[config.mk]
export PLATFORM = sky130hd
export DESIGN_NAME = local_branch_predictor_btb
export DESIGN_NICKNAME = d
export VERILOG_FILES = /design/src/rtl/local_branch_predictor_btb.sv
export SDC_FILE = /design/constraint.sdc
export NUM_CORES = 2
export LEC_CHECK = 0
export CAP_MARGIN = 0
export CORE_MARGIN = 1.5
export CORE_UTILIZATION = 45
export DETAILED_ROUTE_END_ITERATION = 8
export GPL_TIMING_DRIVEN = 0
export RECOVER_POWER = 25
export SYNTH_ARGS = -nofsm -noshare
export SYNTH_HDL_FRONTEND = slang
export SYNTH_SLANG_ARGS = --single-unit
[constraint.sdc]
create_clock -name clk -period 13.8 [get_ports clk]
set_input_delay 2.07 -clock clk [delete_from_list [all_inputs] [get_ports clk]]
set_output_delay 2.07 -clock clk [all_outputs]
set_load 0.03 [all_outputs]
[src/rtl/local_branch_predictor_btb.sv]
// Fetch-stage branch predictor: direct-mapped BTB plus a two-level local-history
// direction predictor. Lookup is registered (one-cycle latency); tables self-clear after reset.
module local_branch_predictor_btb #(
   parameter int unsigned ADDR_W    = 32,
   parameter int unsigned BTB_IDX_W = 6,
   parameter int unsigned TAG_W     = 10,
   parameter int unsigned LHT_IDX_W = 5,
   parameter int unsigned HIST_W    = 4,
   parameter int unsigned CTR_W     = 2
) (
   input  logic              clk,
   input  logic              rst,
   output logic              init_done,
   input  logic              lookup_valid,
   input  logic [ADDR_W-1:0] lookup_pc,
   input  logic              lookup_cond,
   output logic              pred_valid,
   output logic              pred_hit,
   output logic              pred_taken,
   output logic [ADDR_W-1:0] pred_target,
   input  logic              upd_valid,
   input  logic [ADDR_W-1:0] upd_pc,
   input  logic              upd_cond,
   input  logic              upd_taken,
   input  logic [ADDR_W-1:0] upd_target
);

   localparam int unsigned BTB_N  = 1 << BTB_IDX_W;
   localparam int unsigned LHT_N  = 1 << LHT_IDX_W;
   localparam int unsigned PT_N   = 1 << HIST_W;
   localparam int unsigned INIT_W =
      (BTB_IDX_W >= LHT_IDX_W) ? ((BTB_IDX_W >= HIST_W) ? BTB_IDX_W : HIST_W)
                               : ((LHT_IDX_W >= HIST_W) ? LHT_IDX_W : HIST_W);
   localparam logic [INIT_W-1:0] INIT_LAST  = '1;
   localparam logic [CTR_W-1:0]  CTR_MAX    = '1;
   localparam logic [CTR_W-1:0]  CTR_WEAK_N = {1'b0, {(CTR_W-1){1'b1}}};

   typedef enum logic {S_INIT, S_RUN} state_t;

   state_t              state, state_next;
   logic [INIT_W-1:0]   init_cnt, init_cnt_next;
   logic                lookup_acc, upd_acc;

   logic                btb_valid  [BTB_N];
   logic [TAG_W-1:0]    btb_tag    [BTB_N];
   logic [ADDR_W-1:0]   btb_target [BTB_N];
   logic [HIST_W-1:0]   lht        [LHT_N];
   logic [CTR_W-1:0]    pt         [PT_N];

   // Lookup-side decode against current (pre-update) table contents
   logic [BTB_IDX_W-1:0] l_btb_idx;
   logic [TAG_W-1:0]     l_tag;
   logic [LHT_IDX_W-1:0] l_lht_idx;
   logic [HIST_W-1:0]    l_hist;
   logic                 l_hit, l_taken;
   logic [ADDR_W-1:0]    l_target;

   always_comb begin
      l_btb_idx = lookup_pc[BTB_IDX_W-1:0];
      l_tag     = lookup_pc[BTB_IDX_W+TAG_W-1:BTB_IDX_W];
      l_lht_idx = lookup_pc[LHT_IDX_W-1:0];
      l_hist    = lht[l_lht_idx];
      l_hit     = btb_valid[l_btb_idx] && (btb_tag[l_btb_idx] == l_tag);
      l_taken   = l_hit && (!lookup_cond || pt[l_hist][CTR_W-1]);
      l_target  = l_taken ? btb_target[l_btb_idx] : ADDR_W'(lookup_pc + ADDR_W'(1));
   end

   // Update-side decode: pattern counter selected by this branch's history
   logic [BTB_IDX_W-1:0] u_btb_idx;
   logic [TAG_W-1:0]     u_tag;
   logic [LHT_IDX_W-1:0] u_lht_idx;
   logic [HIST_W-1:0]    u_hist;
   logic [CTR_W-1:0]     u_ctr, u_ctr_next;

   always_comb begin
      u_btb_idx = upd_pc[BTB_IDX_W-1:0];
      u_tag     = upd_pc[BTB_IDX_W+TAG_W-1:BTB_IDX_W];
      u_lht_idx = upd_pc[LHT_IDX_W-1:0];
      u_hist    = lht[u_lht_idx];
      u_ctr     = pt[u_hist];
      u_ctr_next = u_ctr;
      if (upd_taken) begin
         if (u_ctr != CTR_MAX) u_ctr_next = u_ctr + CTR_W'(1);
      end else begin
         if (u_ctr != '0) u_ctr_next = u_ctr - CTR_W'(1);
      end
   end

   // Init sweep covers the largest table; smaller tables skip out-of-range indices
   logic btb_init_en, lht_init_en, pt_init_en;
   always_comb begin
      btb_init_en = (init_cnt >> BTB_IDX_W) == '0;
      lht_init_en = (init_cnt >> LHT_IDX_W) == '0;
      pt_init_en  = (init_cnt >> HIST_W) == '0;
   end

   always_comb begin
      state_next    = state;
      init_cnt_next = init_cnt;
      lookup_acc    = 1'b0;
      upd_acc       = 1'b0;
      case (state)
         S_INIT: begin
            init_cnt_next = init_cnt + INIT_W'(1);
            if (init_cnt == INIT_LAST) state_next = S_RUN;
         end
         S_RUN: begin
            lookup_acc = lookup_valid;
            upd_acc    = upd_valid;
         end
         default: state_next = S_INIT;
      endcase
   end

   always_ff @(posedge clk or posedge rst) begin
      if (rst) begin
         state       <= S_INIT;
         init_cnt    <= '0;
         init_done   <= 1'b0;
         pred_valid  <= 1'b0;
         pred_hit    <= 1'b0;
         pred_taken  <= 1'b0;
         pred_target <= '0;
      end else begin
         state      <= state_next;
         init_cnt   <= init_cnt_next;
         init_done  <= (state_next == S_RUN);
         pred_valid <= lookup_acc;
         if (lookup_acc) begin
            pred_hit    <= l_hit;
            pred_taken  <= l_taken;
            pred_target <= l_target;
         end
      end
   end

   // Table storage: cleared by the INIT sweep, so no reset term is needed
   always_ff @(posedge clk) begin
      if (state == S_INIT) begin
         if (btb_init_en) btb_valid[init_cnt[BTB_IDX_W-1:0]] <= 1'b0;
         if (lht_init_en) lht[init_cnt[LHT_IDX_W-1:0]] <= '0;
         if (pt_init_en)  pt[init_cnt[HIST_W-1:0]] <= CTR_WEAK_N;
      end else if (upd_acc) begin
         if (upd_taken) begin
            btb_valid[u_btb_idx]  <= 1'b1;
            btb_tag[u_btb_idx]    <= u_tag;
            btb_target[u_btb_idx] <= upd_target;
         end
         if (upd_cond) begin
            pt[u_hist]       <= u_ctr_next;
            lht[u_lht_idx]   <= {u_hist[HIST_W-2:0], upd_taken};
         end
      end
   end

   logic unused_pc_bits;
   assign unused_pc_bits = ^{lookup_pc, upd_pc};

endmodule

==> out/results.txt <==
status: finished, violations left
violated checks: capacitance limit, slew limit
final critical-path required period: 8.27 ns
mux cell area share after synthesis: 18.4%
Compound-Gate Fraction of Synth Area: 1.81%
WHS Path Cells: 2
Post-CTS Hold Buffers: 0
Worst Clk Skew: 0.0401 ns
Initial Utilization: 45.3%
# H-tree levels: 5
number of global-route vias before repair: 59,600
gpl congestion: 0.892
CP Max Fanout: 10
worst skew pair latency: 0.95 ns
CP startpoint kind: input pin
Layout area overhead: 16.1%
CTS max path bufs: 4
grt ovf: 0
adder-cell share of the synthesized area: 0.0215%
Seq/Total Area, Yosys: 76.0%
share of cells above drive strength 1: 28.1%
area of the core: 257,000 sq um
CP Capture Type: flip-flop
Cell Area, Synth: 116,000 sq um
Root Buffer: clkbuf_16
R2R depth: 11
die area: 262,000 sq um
total leakage power: 42.1 nW
Worst-Margin Slew: 2.87 ns
fin crit share: 59.9%
Internal Pwr Total: 14.9 mW
commonest cells after routing, fill and taps aside: edfxtp_1 (2,912), mux4_2 (858), clkbuf_16 (327)
Fin. Hold Viols: 0
port buffer count: 115
logic gate share of total power: 5.1%
Switching Share: 21.3%
Critical R2R Launch: btb_tag[52][2]
type of the worst min-delay path: reg2reg
Worst-path clk slew: 0.06 ns
Die Wd: 512 microns
Die Ht: 512 microns
Hold Path Origin: pred_target[17]
setup bufs post-CTS: 0
clock share of power: 43.0%
max cap viols: 24
PnR worst setup slack: 5.53 ns
EDFF count, synth: 2,912
via count: 60,400
reg2reg end: pred_target[3]
Cell Pwr Density: 140 nW/um^2
DRC violations left: 0
clock sinks: 2,954
main flop type after synthesis: edfxtp_1
Net Switching: 4.05 mW
Mapped Avg Cell Area: 22.2 sq um
M1 WL: 135,000 microns
WL per Instance: 37.6 microns
I/O pin total: 139
worst path required time: 14.57 ns
worst rel slew slack: -91.2%
most common cell after layout, fill and taps aside: edfxtp_1
Post-DRT Antenna Nets: 0
post-synth cell types: 72
Yosys warning count: 0
worst min-delay path endpoint: pred_target[17]
CTS Buf Count: 321
post-DP HPWL: 247,000 microns
post-layout util: 52.6%
Synth Area in XOR/XNOR: 0.339%
Worst VDD drop: 0.131 mV
WL met3: 31,400 microns
gate count of the mapped netlist: 5,232
FF+latch count, synth: 2,954
CTS resizes: 0
DR iter-0 viols: 8,904
DR pass1 iterations: 6
arrival time worst endpoint: 9.04 ns
initial antenna violation count: 18
CTS tree: done
setup tns final: 0 ns
Place WS: 4.73 ns
Flop pwr share: 51.9%
Routed WL: 357,000 microns
max frequency: 121 MHz
Final #Nets: 5,978
final setup vio count: 0
Syn Nets: 5,337
Via density: 6.36
unrepaired setup endpoints after global routing: no
DR WL met2: 174,000 microns
Synth Area in Simple Gates: 2.03%
r2r setup slk: 8.66 ns
main combinational cell family by area after synthesis: multiplexers
GRT Total Usage: 27.2%
Async SR Flop Fraction: 1.42%
site row count: 186
uppermost layer routed: met5
Slew Limit Fails: 1,168
largest net degree at the start of global routing: 65
first-pass GRT wire length: 488,000 microns
WS Path Type: in2reg
worst max path at each step:
| stage | start | end | cells after the start |
|---|---|---|---|
| 3_3_place_gp | upd_pc[2] | btb_target[56][30] | 6 |
| 6_report | lookup_pc[3] | pred_target[3] | 14 |
| 2_1_floorplan | upd_pc[3] | btb_tag[56][0] | 5 |
| 4_1_cts | lookup_pc[1] | pred_target[19] | 13 |
| 3_5_place_dp | lookup_pc[0] | pred_target[19] | 16 |
| 5_1_grt | lookup_pc[0] | pred_target[19] | 16 |
state kept, by name (all words and copies together) (netlist names):
signal,cells
state,1
pt,32
pred_taken,1
pred_hit,1
pred_target,32
lht,128
btb_valid,64
pred_valid,1
btb_target,2048
btb_tag,640
init_cnt,6
worst max-delay path, cell delays in order:
cell             delay [ns]
clkdlybuf4s50_1        0.56
buf_2                  0.34
buf_2                  0.47
buf_1                  0.87
nand2_1                0.42
a2111oi_0              0.76
a41oi_1                0.13
o21ai_0                0.44
xor2_1                 0.23
nor4_4                 0.83
o2111ai_4              0.66
buf_6                  0.39
mux2i_1                0.64
a21oi_1                0.15
synthesized netlist by cell type (all sizes together) (4+ instances only):
library cell | n | area share (%)
nor3 | 19 | 0.082
o21a | 5 | 0.032
nand3b | 6 | 0.039
and2 | 7 | 0.038
or3 | 9 | 0.048
a21oi | 54 | 0.23
nand2b | 10 | 0.054
nand2 | 165 | 0.53
xnor2 | 31 | 0.23
nor2 | 230 | 0.74
o31ai | 4 | 0.026
a2111oi | 23 | 0.17
o211ai | 10 | 0.065
and3 | 9 | 0.048
a221o | 7 | 0.060
buf | 166 | 0.84
or2 | 7 | 0.038
a311oi | 19 | 0.14
a221oi | 11 | 0.083
clkbuf | 128 | 0.41
a22o | 4 | 0.030
mux4 | 858 | 17
o22a | 4 | 0.030
nor4 | 6 | 0.045
xor2 | 14 | 0.11
edfxtp | 2912 | 75
dfrtp | 42 | 0.90
o22ai | 21 | 0.11
a211oi | 13 | 0.088
mux2i | 183 | 1.6
nor2b | 21 | 0.11
mux2 | 21 | 0.20
a31oi | 5 | 0.027
o21ai | 42 | 0.18
nand4 | 7 | 0.038
o221ai | 4 | 0.030
nand3 | 40 | 0.17
a32oi | 6 | 0.045
inv | 34 | 0.11
a22oi | 45 | 0.29
power by group through the flow:
stage | logic [mW] | registers [mW] | clock network, mW
detailed placement | 0.973 | 10.0 | 0
global placement | 0.939 | 10.0 | 0
floorplan | 0.497 | 10.0 | 0
global route | 0.997 | 9.84 | 8.56
finish | 0.963 | 9.85 | 8.17
CTS | 0.975 | 9.84 | 8.24
area by class of cell:
cell class / count / area [sq um]
Sequential cell: 2954 / 88500
Buffer: 294 / 1470
Timing Repair Buffer: 318 / 4220
Clock inverter: 161 / 1320
Multi-Input combinational cell: 1948 / 26800
Clock buffer: 395 / 8460
Tap cell: 3384 / 4230
Inverter: 36 / 135
Fill cell: 19800 / 122000
Antenna cell: 7 / 17.5
layer usage:
layer,vias to the layer above,track usage [%]
met4,8,11.6
met2,3405,44.3
li1,23500,-
met3,756,4.88
met1,32800,36.1
met5,-,0
logic make-up after synthesis:
kind of cell | after synthesis
DFF | 2954
muxes | 1062
and+or+nand+nor | 542
buffers and inverters | 330
AOI/OAI and AO/OA | 297
xor gates and xnor gates | 45
adders and majority gates | 2
stage by stage:
| stage | instance area (sq um) | hold slack (ns) | power [mW] | cells |
|---|---|---|---|---|
| 2_1_floorplan | 116000 | 0.528 | 10.5 | 5232 |
| 3_3_place_gp | 122000 | 0.474 | 11.0 | 8731 |
| 3_5_place_dp | 126000 | 0.484 | 11.0 | 8933 |
| 4_1_cts | 135000 | 0.498 | 19.1 | 9489 |
| 5_1_grt | 135000 | 0.523 | 19.4 | 9493 |
| 6_report | 135000 | 0.490 | 19.0 | 9497 |
Power figures use the tool's default switching activity.
